==> src/rtl/nibble_demux_pkg.sv <==
// Shared definitions for the nibble demultiplexer: widths, lane ids,
// per-lane state encoding and the nibble insertion helper.
package nibble_demux_pkg;

  localparam int NIBBLE_W         = 4;
  localparam int NIBBLES_PER_WORD = 4;
  localparam int WORD_W           = NIBBLE_W * NIBBLES_PER_WORD;
  localparam int CNT_W            = (NIBBLES_PER_WORD > 1) ? $clog2(NIBBLES_PER_WORD) : 1;

  localparam logic LANE_A = 1'b0;
  localparam logic LANE_B = 1'b1;

  localparam logic [CNT_W-1:0] CNT_ZERO = CNT_W'(0);
  localparam logic [CNT_W-1:0] CNT_ONE  = CNT_W'(1);
  localparam logic [CNT_W-1:0] CNT_LAST = CNT_W'(NIBBLES_PER_WORD - 1);

  typedef enum logic {
    FILL = 1'b0,
    FULL = 1'b1
  } lane_state_e;

  // Returns word with nibble slot idx replaced; other slots untouched.
  function automatic logic [WORD_W-1:0] insert_nibble(
    input logic [WORD_W-1:0]   word,
    input logic [NIBBLE_W-1:0] nibble,
    input logic [CNT_W-1:0]    idx
  );
    logic [WORD_W-1:0] result;
    result = word;
    for (int i = 0; i < NIBBLES_PER_WORD; i++) begin
      if (idx == CNT_W'(i)) begin
        result[i*NIBBLE_W +: NIBBLE_W] = nibble;
      end
    end
    return result;
  endfunction

endpackage

==> src/rtl/nibble_demux_2o_lane.sv <==
// One output lane: collects nibbles LSB-first into a word and holds it
// under a valid/ready handshake. Optional flush (NIBBLE_DEMUX_FLUSH_EN)
// discards a partially assembled word.
module nibble_lane_assembler
  import nibble_demux_pkg::*;
(
  input  logic                clk,
  input  logic                rst,
  input  logic                en,
  input  logic [NIBBLE_W-1:0] nibble,
  input  logic                ready,
`ifdef NIBBLE_DEMUX_FLUSH_EN
  input  logic                flush,
`endif
  output logic [WORD_W-1:0]   word,
  output logic                valid
);

  lane_state_e         state_r;
  logic [CNT_W-1:0]    count_r;
  logic [WORD_W-1:0]   word_r;
  logic                valid_r;
  logic                flush_s;

  // Flush request, tied off when the feature is not built in.
  always_comb begin
`ifdef NIBBLE_DEMUX_FLUSH_EN
    flush_s = flush;
`else
    flush_s = 1'b0;
`endif
  end

  // Lane FSM: FILL collects nibbles, FULL holds the word until drained.
  always_ff @(posedge clk) begin
    if (rst) begin
      state_r <= FILL;
      count_r <= CNT_ZERO;
      word_r  <= '0;
      valid_r <= 1'b0;
    end else begin
      case (state_r)
        FILL: begin
          if (flush_s) begin
            count_r <= CNT_ZERO;
          end else if (en) begin
            word_r <= insert_nibble(word_r, nibble, count_r);
            if (count_r == CNT_LAST) begin
              count_r <= CNT_ZERO;
              state_r <= FULL;
              valid_r <= 1'b1;
            end else begin
              count_r <= count_r + CNT_ONE;
            end
          end else begin
            count_r <= count_r;
          end
        end
        FULL: begin
          // The word stays in place; the next fill overwrites it slot by slot.
          if (ready) begin
            state_r <= FILL;
            count_r <= CNT_ZERO;
            valid_r <= 1'b0;
          end else begin
            valid_r <= 1'b1;
          end
        end
        default: begin
          state_r <= FILL;
          count_r <= CNT_ZERO;
          valid_r <= 1'b0;
        end
      endcase
    end
  end

  assign word  = word_r;
  assign valid = valid_r;

endmodule

==> src/rtl/nibble_demux_2o.sv <==
// Two-lane nibble demultiplexer: steers in_nibble to lane A (s=0) or
// lane B (s=1); each lane assembles a word. Optional macro
// NIBBLE_DEMUX_FLUSH_EN adds a flush input that clears partial words.
module nibble_demux_2o
  import nibble_demux_pkg::*;
(
  input  logic                clk,
  input  logic                rst,
  input  logic                s,
  input  logic                in_valid,
  input  logic [NIBBLE_W-1:0] in_nibble,
  output logic                in_ready,
`ifdef NIBBLE_DEMUX_FLUSH_EN
  input  logic                flush,
`endif
  output logic [WORD_W-1:0]   a_word,
  output logic                a_valid,
  input  logic                a_ready,
  output logic [WORD_W-1:0]   b_word,
  output logic                b_valid,
  input  logic                b_ready
);

  logic en_a;
  logic en_b;

  // Ready reflects only the selected lane so a full lane never blocks the other.
  always_comb begin
    case (s)
      LANE_A:  in_ready = ~a_valid;
      LANE_B:  in_ready = ~b_valid;
      default: in_ready = 1'b0;
    endcase
  end

  // A transfer enables exactly the lane picked by s.
  always_comb begin
    if (in_valid && in_ready) begin
      en_a = (s == LANE_A);
      en_b = (s == LANE_B);
    end else begin
      en_a = 1'b0;
      en_b = 1'b0;
    end
  end

  nibble_lane_assembler u_lane_a (
    .clk    (clk),
    .rst    (rst),
    .en     (en_a),
    .nibble (in_nibble),
    .ready  (a_ready),
`ifdef NIBBLE_DEMUX_FLUSH_EN
    .flush  (flush),
`endif
    .word   (a_word),
    .valid  (a_valid)
  );

  nibble_lane_assembler u_lane_b (
    .clk    (clk),
    .rst    (rst),
    .en     (en_b),
    .nibble (in_nibble),
    .ready  (b_ready),
`ifdef NIBBLE_DEMUX_FLUSH_EN
    .flush  (flush),
`endif
    .word   (b_word),
    .valid  (b_valid)
  );

endmodule

==> config.mk <==
export PLATFORM = sky130hd
export DESIGN_NAME = nibble_demux_2o
export DESIGN_NICKNAME = d
export VERILOG_FILES = /design/src/rtl/nibble_demux_pkg.sv /design/src/rtl/nibble_demux_2o_lane.sv /design/src/rtl/nibble_demux_2o.sv
export SDC_FILE = /design/constraint.sdc
export NUM_CORES = 1
export LEC_CHECK = 0
export ABC_AREA = 1
export BUFFER_PORTS_ARGS = -buffer_cell sky130_fd_sc_hd__clkbuf_2
export CORE_ASPECT_RATIO = 0.75
export CORE_MARGIN = 3
export CORE_UTILIZATION = 30
export DETAILED_ROUTE_END_ITERATION = 8
export SETUP_SLACK_MARGIN = 0.05
export SLEW_MARGIN = 0
export SYNTH_ARGS = -nofsm -noshare
export SYNTH_HDL_FRONTEND = slang
export SYNTH_SLANG_ARGS = --single-unit
==> constraint.sdc <==
create_clock -name clk -period 1.35 [get_ports clk]
set_clock_uncertainty 0.2 [all_clocks]
set_input_delay 0.2025 -clock clk [delete_from_list [all_inputs] [get_ports clk]]
set_output_delay 0.2025 -clock clk [all_outputs]
set_load 0.05 [all_outputs]
==> results list, run 1 <==
* Delay of the slowest cell on the worst path: 0.37 ns
- Period utilization: 110%
- The signal on the critical path passes through nor2_4 > or2_4 > buf_12.
* DR vias/cell: about 4.3
- Number of global-route vias before repair: 1710
* Top Ports: 45
- Clk pwr share: between 30% and 40%
- Net count, final: ~350
* Clk root buf: sky130_fd_sc_hd__clkbuf_8
* Tot GR Track Use: a little over an eighth
- Clock latency on the worst-skew pair: between 0.2 and 0.3 ns
- The initialized floorplan defines 24 standard-cell rows.
- Setup slack on the critical path of the routed design comes to -0.138 ns.
- The clock drives 40 sinks.
- Total of max-cap violations: 0
* Sw frac: just under 30%
- Leading cell type in the layout, fill and taps excluded: sky130_fd_sc_hd__nor2_1
* Outcome: finished, violations left
- Worst EP required: between 0.9 and 1 ns
* Internal power: 1850 uW
* Total die area: about 0.0076 sq mm
- Across all layers, the routed design uses around 1800 vias.
- Starting density of the core: between 30% and 40%
- Final hold vios: 0
* Core footprint: about 0.006 sq mm
* Placed wire-length estimate: 3360 um
* Sequential power share: approximately 48%
- Entering global routing, the biggest net connects 19 pins.
- Type of the worst setup path: flip-flop to output port
- Dividing total power by cell area gives a power density of roughly 900 mW/mm^2.
* Violations in the final reports: negative setup slack
- After detailed routing, the number of remaining DRC violations is 0.
- Setup repair after global routing could not meet its margin everywhere.
* Per-instance average area after synthesis: ~7.3 sq um
* Sequential-to-total area share from yosys stat: between 40% and 50%
- Data on the critical path arrives at its endpoint at 1.09 ns.
* Minimum hold slack: 0.0337 ns
* Cell type group with the largest total delay on the critical path: flip-flops
* Count of state elements after synthesis: 40
- Die span in y: around 76 um
* Number of H-tree branching levels: 2
* Chip Width: about 100 um
* Buffers and inverters on the worst path: 1
- Last weighted congestion value of the routability-driven placer: 0.782
- The slowest stage of the critical path is the sky130_fd_sc_hd__dfxtp_4 cell.
* Kind of start point of the critical path: flip-flop
- For this block, the initial DRC count from the detailed router was 79.
- Commonest cells after routing, fill and taps aside: 62 x sky130_fd_sc_hd__nor2_1, 52 x sky130_fd_sc_hd__nand2_1, 36 x sky130_fd_sc_hd__inv_1
- Routed Wire Length: approximately 5000 um
* Number of detailed-route iterations in the first pass: 4
- Measured against its own limit, the worst slew margin works out to just over 80%.
- Count of pins over their slew limit: 0
* Layout cell share with drive strength beyond 1: 40.0%
- Maximum clock insertion buffer count: 2
* Endpoint class of the critical path: output port
* Number of port buffers: 44
- Type of the worst min-delay path: input port to flip-flop
* P_leak: 0.00137 uW
- Maximum fanout encountered on the critical timing path: 2
- First-pass GRT wire length: roughly 8200 um
- Combinational logic is responsible for between 10% and 20% of the overall power.
- Routed len/inst: approximately 12 um
* Peak supply drop: 0.000499 V
* Instance count of the mapped netlist: around 270
* Net switching power of the design: 759 uW
- Yosys printed 0 warnings.
- Total congestion overflow after global routing: 0
* Peak clock frequency supported by timing: approximately 670 MHz
- Layout area overhead: 44.9%
- Timing analysis after detailed placement gives a worst setup slack of a little under 0.008 ns.
- At the pin with the least slew margin, the transition time is between 0.2 and 0.3 ns.
* Synthesized net count: 290
* Clock transition at the register clock pins on the worst setup and hold paths after CTS: approximately 0.08 ns
* Total CTS buffers: 5
- TritonCTS built the clock tree.
- ANT nets after route: 0
* Number of antenna violations at the first check in global routing: 0
* Netlist area before placement: a little under 0.002 sq mm
* Min Clock Period, post-route: around 1.5 ns
- Final setup vio count: 2
- Number of distinct standard cells referenced by the synthesized netlist: 22
- 0 antenna diodes ended up in the layout.
[worst min-delay path: stages]
cell and delay [ns]:
sky130_fd_sc_hd__clkbuf_2 0.13, sky130_fd_sc_hd__nor2_1 0.06, sky130_fd_sc_hd__nand2_1 0.05, sky130_fd_sc_hd__nand2_1 0.05
[area by class of cell]
class,instances,area [sq um]
Fill cell,595,3230
Inverter,44,174
Multi-Input combinational cell,181,1130
Tap cell,78,97.6
Timing Repair Buffer,62,539
Clock buffer,7,97.6
Clock inverter,1,5.00
Sequential cell,40,822
[metrics by stage]
stage / instance area [sq um] / total power (uW) / instances / setup TNS [ns] / util, %
after floorplan: 1990 / 1560 / 272 / 0 / -
after global placement: 2340 / 1660 / 394 / 0 / 38.4
after detailed placement: 2340 / 1660 / 394 / 0 / 38.4
after CTS: 2680 / 2600 / 410 / -0.167 / 44.0
after global routing: 2870 / 2720 / 413 / -1.22 / 47.0
final: 2870 / 2610 / 413 / -0.213 / 47.0
[path summary, 6_finish.rpt]
path | startpoint | cells past startpoint | slack, ns | endpoint
setup / recovery | u_lane_a.valid | 3 | -0.14 | in_ready
hold / removal | rst | 4 | 0.03 | u_lane_a.valid
setup reg to reg | u_lane_b.valid | 7 | 0.01 | u_lane_b.word[14]
hold reg to reg | u_lane_b.word[15] | 2 | 0.29 | u_lane_b.word[15]
[layer usage]
| layer | up-vias | wire (um) | GRT usage, % |
|---|---|---|---|
| met5 | - | 0 | 0 |
| met4 | 0 | 35 | 2.86 |
| met3 | 4 | 324 | 3.48 |
| met2 | 48 | 2260 | 20.8 |
| met1 | 802 | 2420 | 18.1 |
| li1 | 941 | - | - |
[registers in the layout, indices dropped and copies added (netlist names)]
signal / count
u_lane_a.word: 16
u_lane_a.valid: 1
u_lane_a.count_r: 2
u_lane_b.valid: 1
u_lane_b.count_r: 2
u_lane_a.state_r: 1
u_lane_b.word: 16
u_lane_b.state_r: 1
[cell families after synthesis]
logic type                 Yosys count  synth area share [%]
DFF                                 40                  40.5
and+or+nand+nor                    166                  41.3
adders and majority gates            8                  5.06
buffers and inverters               52                  11.6
AOI/OAI and AO/OA                    6                  1.58
[power by group through the flow]
stage          logic (uW)  registers [uW]  clock network (uW)
3_3_place_gp          394            1260                   0
2_1_floorplan         189            1370                   0
6_report              477            1240                 895
5_1_grt               520            1240                 961
4_1_cts               436            1240                 924
3_5_place_dp          398            1260                   0
[cells in the mapped netlist]
| master | n | area, sq um |
|---|---|---|
| sky130_fd_sc_hd__clkinv_1 | 1 | 3.75 |
| sky130_fd_sc_hd__nand4_1 | 2 | 12.5 |
| sky130_fd_sc_hd__nor2_2 | 1 | 6.26 |
| sky130_fd_sc_hd__nor2_1 | 68 | 255 |
| sky130_fd_sc_hd__nor3_1 | 1 | 5.00 |
| sky130_fd_sc_hd__ha_1 | 8 | 100 |
| sky130_fd_sc_hd__nor2_8 | 1 | 20.0 |
| sky130_fd_sc_hd__or2_2 | 2 | 12.5 |
| sky130_fd_sc_hd__nand3_1 | 11 | 55.1 |
| sky130_fd_sc_hd__a21oi_1 | 4 | 20.0 |
| sky130_fd_sc_hd__nor2_4 | 2 | 22.5 |
| sky130_fd_sc_hd__o21ai_0 | 1 | 5.00 |
| sky130_fd_sc_hd__inv_2 | 1 | 3.75 |
| sky130_fd_sc_hd__a31oi_1 | 1 | 6.26 |
| sky130_fd_sc_hd__dfxtp_1 | 40 | 801 |
| sky130_fd_sc_hd__inv_1 | 42 | 158 |
| sky130_fd_sc_hd__nand3_4 | 1 | 17.5 |
| sky130_fd_sc_hd__buf_8 | 1 | 15.0 |
| sky130_fd_sc_hd__buf_1 | 4 | 15.0 |
| sky130_fd_sc_hd__nand2_1 | 70 | 263 |
| sky130_fd_sc_hd__nand4_4 | 7 | 149 |
| sky130_fd_sc_hd__buf_6 | 3 | 33.8 |
[timing repair]
action | in CTS | in global routing
gates cloned | 1 | 0
gates resized for setup | 50 | 63
setup buffers | 6 | 3
endpoints found under the hold margin | 3 | 0
setup endpoints to repair | 64 | 50
pin swaps | 6 | 17
hold buffers | 1 | 0
No activity file was read; power rests on OpenSTA's default activity.
==> inputs of run 2 (changes only) <==
--- a/config.mk
+++ b/config.mk
@@ -8,11 +8,11 @@
 export ABC_AREA = 1
 export BUFFER_PORTS_ARGS = -buffer_cell sky130_fd_sc_hd__clkbuf_2
 export CORE_ASPECT_RATIO = 0.75
-export CORE_MARGIN = 3
+export CORE_MARGIN = 5
 export CORE_UTILIZATION = 30
 export DETAILED_ROUTE_END_ITERATION = 8
 export SETUP_SLACK_MARGIN = 0.05
-export SLEW_MARGIN = 0
+export SLEW_MARGIN = 40
 export SYNTH_ARGS = -nofsm -noshare
 export SYNTH_HDL_FRONTEND = slang
 export SYNTH_SLANG_ARGS = --single-unit
==> run 2 against run 1 <==
Effect of this change:
- first-iteration DRC count down 35%
- sequential share of layout area is 0.26 points higher
- via count shrank 2.5%
- non-clock buffer count is 3 lower
- worst hold slack worse by 0.026 ns
- fmax down 0.44%
- register-to-register slack barely moved
- routed wire length down 1.1%
- worst setup slack got worse by 0.0066 ns
- the run still ends with negative setup slack left
- clock power up 0.4%
- largest cell class unchanged
==> results list, run 2 (synthesized netlist as in run 1, its figures left out) <==
* Clock latency on the worst-skew pair: between 0.2 and 0.3 ns
* Type of the worst min-delay path: input port to flip-flop
- Core footprint: between 0.006 and 0.007 sq mm
* Tot GR Track Use: between 10% and 20%
- Number of detailed-route iterations in the first pass: 4
* ANT nets after route: 0
* Peak clock frequency supported by timing: approximately 670 MHz
- Number of placed instances with taps included: 396
- Summed over all nets, the half-perimeter wirelength after detailed placement is around 3400 um.
- Net count, final: 349
* Total die area: between 0.008 and 0.009 sq mm
* Starting density of the core: between 30 and 40%
- The setup path with the least slack is of type flip-flop to output port.
* Clock transition at the register clock pins on the worst setup and hold paths after CTS: roughly 0.08 ns
- Across the VDD grid, the largest voltage drop is between 0.0004 and 0.0005 V.
- After routing, the total negative slack on setup checks comes to -0.147 ns.
- CP arrival: about 1.1 ns
- Number of design-rule violations left by the first detailed-router iteration: slightly above 50
* Std cell rows: 25
- The final number of hold-violating endpoints came to 0.
- Min Clock Period, post-route: 1.49 ns
- Number of H-tree branching levels: 2
* Layout cell share with drive strength beyond 1: approximately two fifths
- Final setup vio count: 2
- Total CTS buffers: 5
* Period utilization: 111%
* Filler cell count: between 600 and 700
- Summing all flip-flop and latch instances after layout gives 823 sq um.
* RSZ-0062 raised after global routing: true
- Total power per unit cell area: just over 900 mW/mm^2
* Total congestion overflow after global routing: 0
- During I/O placement, the number of pins put on the boundary was 45.
- The area growth from synthesis to layout is 43.8%.
- Last weighted congestion value of the routability-driven placer: about 0.74
- Final total power: approximately 2600 uW
- Post-detailed-route DRC marker count: 0
* Pin count of the biggest net entering global routing: 37
* End-of-flow core utilization: about 45%
- The final reports fail on negative setup slack.
- The worst setup path is launched from a flip-flop.
* Tightest slew margin relative to the limit: ~83%
- In this run the static leakage power is around 0.0014 uW.
- Outcome: finished, violations left
* Die span in y: 80.3 um
- Non-filler instance count after layout: between 400 and 500
* Sink count of the clock tree: 40
* First-pass GRT wire length: between 8000 and 9000 um
* Chip Width: 104 um
- Total of max-cap violations: 0
* Endpoint class of the critical path: output port
- Dividing the detail-routed wire length by the instance count gives 12.1 um.
* DR vias/cell: between 4 and 5
* Number of antenna violations at the first check in global routing: 0
* Leading cell type in the layout, fill and taps excluded: sky130_fd_sc_hd__nor2_1
* Slack of the critical path: -0.145 ns
- At the worst endpoint, the required time is about 0.95 ns.
* Number of port buffers: 44
* CTS tree: done
- Count of inserted antenna diode cells: 0
- The multi-input combinational cells in the finished layout cover a total of 0.00111 sq mm.
- Worst-Margin Slew: approximately 0.25 ns
- The number of max-slew violations in the final report was 0.
- Maximum fanout encountered on the critical timing path: 3
- Maximum clock insertion buffer count: 2
* Number of global-route vias before repair: between 1500 and 2000
- In this run the clock root is driven by a sky130_fd_sc_hd__clkbuf_8.
* Routed Wire Length: about 5000 um
- The routed layout has ~1800 vias.
- In the layout the commonest cells are 60 x sky130_fd_sc_hd__nor2_1, 55 x sky130_fd_sc_hd__nand2_1, 37 x sky130_fd_sc_hd__inv_1.
## run 2: path summary, 6_finish.rpt
kind,start,end,slack [ns],depth (start not counted)
worst max-delay path,u_lane_a.valid,in_ready,-0.14,3
worst max register to register,u_lane_a.valid,u_lane_a.count_r[0],0,7
worst min register to register,u_lane_b.word[15],u_lane_b.word[15],0.29,2
worst min-delay path,rst,u_lane_a.valid,0.008,4
## run 2: critical path: stages (launching register included)
cell                      delay, ns
sky130_fd_sc_hd__dfxtp_4       0.37
sky130_fd_sc_hd__nor2_4        0.04
sky130_fd_sc_hd__or2_4         0.25
sky130_fd_sc_hd__buf_12        0.15
## run 2: metrics by stage
step                      hold WS, ns  setup WS [ns]  area, sq um
after floorplan                0.0716         0.0302         1990
after detailed placement        0.275        0.00434         2350
after global placement          0.266         0.0317         2350
after global routing           0.0301         -0.185         2850
after CTS                     0.00250         -0.155         2700
final                         0.00808         -0.145         2850
## run 2: final cells by class
cell class,instances,area share (%)
Sequential cell,40,28.9
Tap cell,81,3.56
Multi-Input combinational cell,181,39.0
Timing Repair Buffer,59,18.6
Clock buffer,6,3.30
Clock inverter,2,0.440
Inverter,44,6.11
## run 2: timing repair
item	4_1_cts	5_1_grt
hold endpoints to repair	3	0
pin swaps	6	13
hold buffers	1	0
gates cloned	1	0
gates resized for setup	54	65
endpoints found under the setup margin	67	61
setup buffers	4	3
## run 2: power breakdown
group	leakage (uW)	switching (uW)	internal [uW]
sequential	0.000330	29.5	1210
clock	0.0000523	426	473
combinational	0.000977	308	169
## run 2: layer usage
metal	GRT usage, %	routed length [um]	up-vias
li1	-	-	937
met1	15.5	2410	781
met2	20.9	2340	32
met3	4.18	236	0
met4	1.55	0	0
met5	0	0	-
==> inputs of run 3 (changes only) <==
--- a/config.mk
+++ b/config.mk
@@ -15,4 +15,5 @@
 export SLEW_MARGIN = 40
 export SYNTH_ARGS = -nofsm -noshare
 export SYNTH_HDL_FRONTEND = slang
+export SYNTH_HIERARCHICAL = 1
 export SYNTH_SLANG_ARGS = --single-unit
==> run 3 against run 2 <==
Effect of this change:
- the flow still finishes with violations (negative setup slack)
- first-iteration DRC count increased by 53%
- worst hold slack improved by 0.019 ns
- synthesized cell count up 2.6%
- routed wire length shrank 12%
- area after synthesis down 0.57%
- global-route usage fell by 1.2 points
- final cell count increased by 0.48%
- sequential power about the same
- combinational power fell by 11%
- worst setup slack improved by 0.11 ns
- total power is 4.5% higher
- via count is 2.2% lower
- critical endpoint unchanged
- largest cell class unchanged
==> results list, run 3 <==
- Setup total negative slack on the finished layout was measured at -0.0462 ns.
- Share of flip-flops with an asynchronous set or reset: 0%
- Total congestion overflow after global routing: 0
- Once layout is done, the placed cells without fillers occupy 0.00268 sq mm.
* Tot GR Track Use: between 10% and 20%
- 0 antenna diodes ended up in the layout.
- Total of warnings raised by yosys: 6
- In the synthesized netlist the dominant register cell turns out to be sky130_fd_sc_hd__dfxtp_1.
* Per-instance average area after synthesis: 7.05 sq um
* Number of H-tree branching levels: 2
- At the worst endpoint, the required time is roughly 0.95 ns.
* Clock transition at the register clock pins on the worst setup and hold paths after CTS: 0.08 ns
- Final setup vio count: 3
- The congestion estimate from routability-driven global placement came to 0.738.
* Leading cell type in the layout, fill and taps excluded: sky130_fd_sc_hd__nor2_1
* Die span in y: between 80 and 90 um
* ANT nets after route: 0
* Post-detailed-route DRC marker count: 0
- Total of max-cap violations: 0
- The flow ran to the end, but the final reports show violations.
* Placed wire-length estimate: between 3000 and 4000 um
- Cell area reported after detailed placement: 0.00230 sq mm
- Number of detailed-route iterations in the first pass: 4
- Share of the synthesized area in the top cell type: between 40% and 50%
- Number of port buffers: 44
- Routed Wire Length: around 4400 um
* Layout cell share with drive strength beyond 1: 32.9%
* Number of global-route vias before repair: 1564
- By startpoint and endpoint, the worst setup path is classified as flip-flop to output port.
* Kind of start point of the critical path: flip-flop
* End-of-flow core utilization: a little over two fifths
* Sink count of the clock tree: 40
- The worst setup path is captured at an output port.
- Net count, final: about 350
- Synthesized net count: 297
- The number of max-slew violations in the final report came to 0.
- Final hold vios: 0
- For the finished layout, the period the worst path requires is 1.38 ns.
- Number of distinct standard cells referenced by the synthesized netlist: 15
- Chip Width: 104 um
- CTS placed an instance of sky130_fd_sc_hd__clkbuf_8 at the clock tree root.
- Number of vias in the routed layout: about 1700
- The worst-case IR drop observed on VDD is between 0.0005 and 0.0006 V.
* Routed len/inst: roughly 11 um
* Number of enable flip-flop cells after synthesis: 0
- Sorting the synthesized cells by area gives the leading types as sky130_fd_sc_hd__dfxtp_1 41%, sky130_fd_sc_hd__nand2_1 16%, sky130_fd_sc_hd__nor2_1 13%.
- Worst-Margin Slew: between 0.2 and 0.3 ns
- Commonest cells after routing, fill and taps aside: 63 x sky130_fd_sc_hd__nor2_1, 61 x sky130_fd_sc_hd__nand2_1, 44 x sky130_fd_sc_hd__inv_1
- After technology mapping, the gate count stands at between 200 and 300.
* P_leak: around 0.0014 uW
- Number of antenna violations at the first check in global routing: 0
- No sink is reached through more buffers than the 2 on the longest clock path.
- CTS tree: done
- Total power per unit cell area: about 1000 mW/mm^2
* Sequential-to-total area share from yosys stat: roughly two fifths
- The mapped netlist covers around 0.002 sq mm.
* Total CTS buffers: 5
- Once the floorplan was initialized, standard cells occupied 31.0% of the core.
- Slack of the critical path: -0.0323 ns
- The checks that failed: negative setup slack.
- Most used standard cells in the synthesized netlist: 82 x sky130_fd_sc_hd__nand2_1, 69 x sky130_fd_sc_hd__nor2_1, 45 x sky130_fd_sc_hd__inv_1
* First-pass GRT wire length: 7400 um
* Core footprint: between 0.006 and 0.007 sq mm
- Tightest slew margin relative to the limit: between 80 and 90%
- Type of the worst min-delay path: input port to flip-flop
* Pin count of the biggest net entering global routing: 20
* Total die area: 0.00830 sq mm
- Cell type contributing the most total cell area after synthesis: sky130_fd_sc_hd__dfxtp_1
* RSZ-0062 raised after global routing: true
* CP arrival: ~0.98 ns
- Most frequent cell after synthesis: sky130_fd_sc_hd__nand2_1
* Number of design-rule violations left by the first detailed-router iteration: 78
- Top Ports: 45
* Maximum fanout encountered on the critical timing path: 3
- DR vias/cell: between 4 and 5
* Layout area overhead: 36.4%
- Clock latency on the worst-skew pair: a little under 0.3 ns
* Period utilization: 102%
- The floorplan has 25 rows.
* Peak clock frequency supported by timing: 723 MHz
- The synthesized design contains 40 register bits.
run 3: kinds of logic (layout without fill, tap and decap cells):
| kind of cell | after synthesis | in the layout | synth area share (%) |
|---|---|---|---|
| AND/OR/NAND/NOR | 173 | 174 | 40.4 |
| buffers and inverters | 54 | 108 | 12.8 |
| flip-flops | 40 | 40 | 40.7 |
| adder cells (fa/ha/maj) | 8 | 8 | 5.09 |
| AO/OA/AOI/OAI | 4 | 4 | 1.02 |
run 3: worst paths after layout:
check	endpoint	start	depth (start not counted)	slack (ns)
worst min-delay path	u_lane_a/state_r	rst	4	0.03
worst max-delay path	in_ready	u_lane_a/valid	4	-0.03
worst min register to register	u_lane_b/valid	u_lane_b/valid	2	0.31
worst max register to register	u_lane_b/count_r[0]	u_lane_b/valid	10	-0.01
run 3: area by class of cell:
type | count | area [sq um]
timing repair buffer | 50 | 415
sequential | 40 | 810
tap | 81 | 101
multi-input combinational | 186 | 1030
inverter | 50 | 198
clock inverter | 1 | 30.0
clock buffer | 7 | 96.3
fill | 654 | 3670
run 3: what timing repair did:
| item | CTS | global route |
|---|---|---|
| endpoints found under the hold margin | 2 | 0 |
| resized for setup | 39 | 64 |
| hold buffers | 1 | 0 |
| buffers inserted | 0 | 1 |
| cloned | 0 | 1 |
| setup endpoints to repair | 69 | 66 |
| pin swaps | 0 | 15 |
run 3: metrics by stage:
step,hold slack (ns),instances,setup WS (ns),total power (uW)
2_1_floorplan,0.0716,279,-0.00435,1540
3_3_place_gp,0.250,404,0.0366,1630
3_5_place_dp,0.254,404,0.0214,1640
4_1_cts,0.00901,413,-0.0763,2740
5_1_grt,0.0495,415,-0.0934,2880
6_report,0.0273,415,-0.0323,2730
run 3: per-layer routing:
layer	track usage, %	wire length [um]	up-vias
li1	-	-	923
met1	14.2	2330	750
met2	16.2	1770	34
met3	4.26	242	5
met4	5.24	57	0
met5	0	0	-
run 3: report_power, final:
group	internal, uW	total [uW]	switching [uW]
combinational	142	425	283
clock	652	1070	420
sequential	1210	1240	22.9
run 3: worst max-delay path, cell delays in order (launching register included):
cell	delay [ns]
sky130_fd_sc_hd__dfxtp_4	0.37
sky130_fd_sc_hd__inv_4	0.03
sky130_fd_sc_hd__nand2_4	0.08
sky130_fd_sc_hd__nand2_4	0.05
sky130_fd_sc_hd__buf_8	0.14
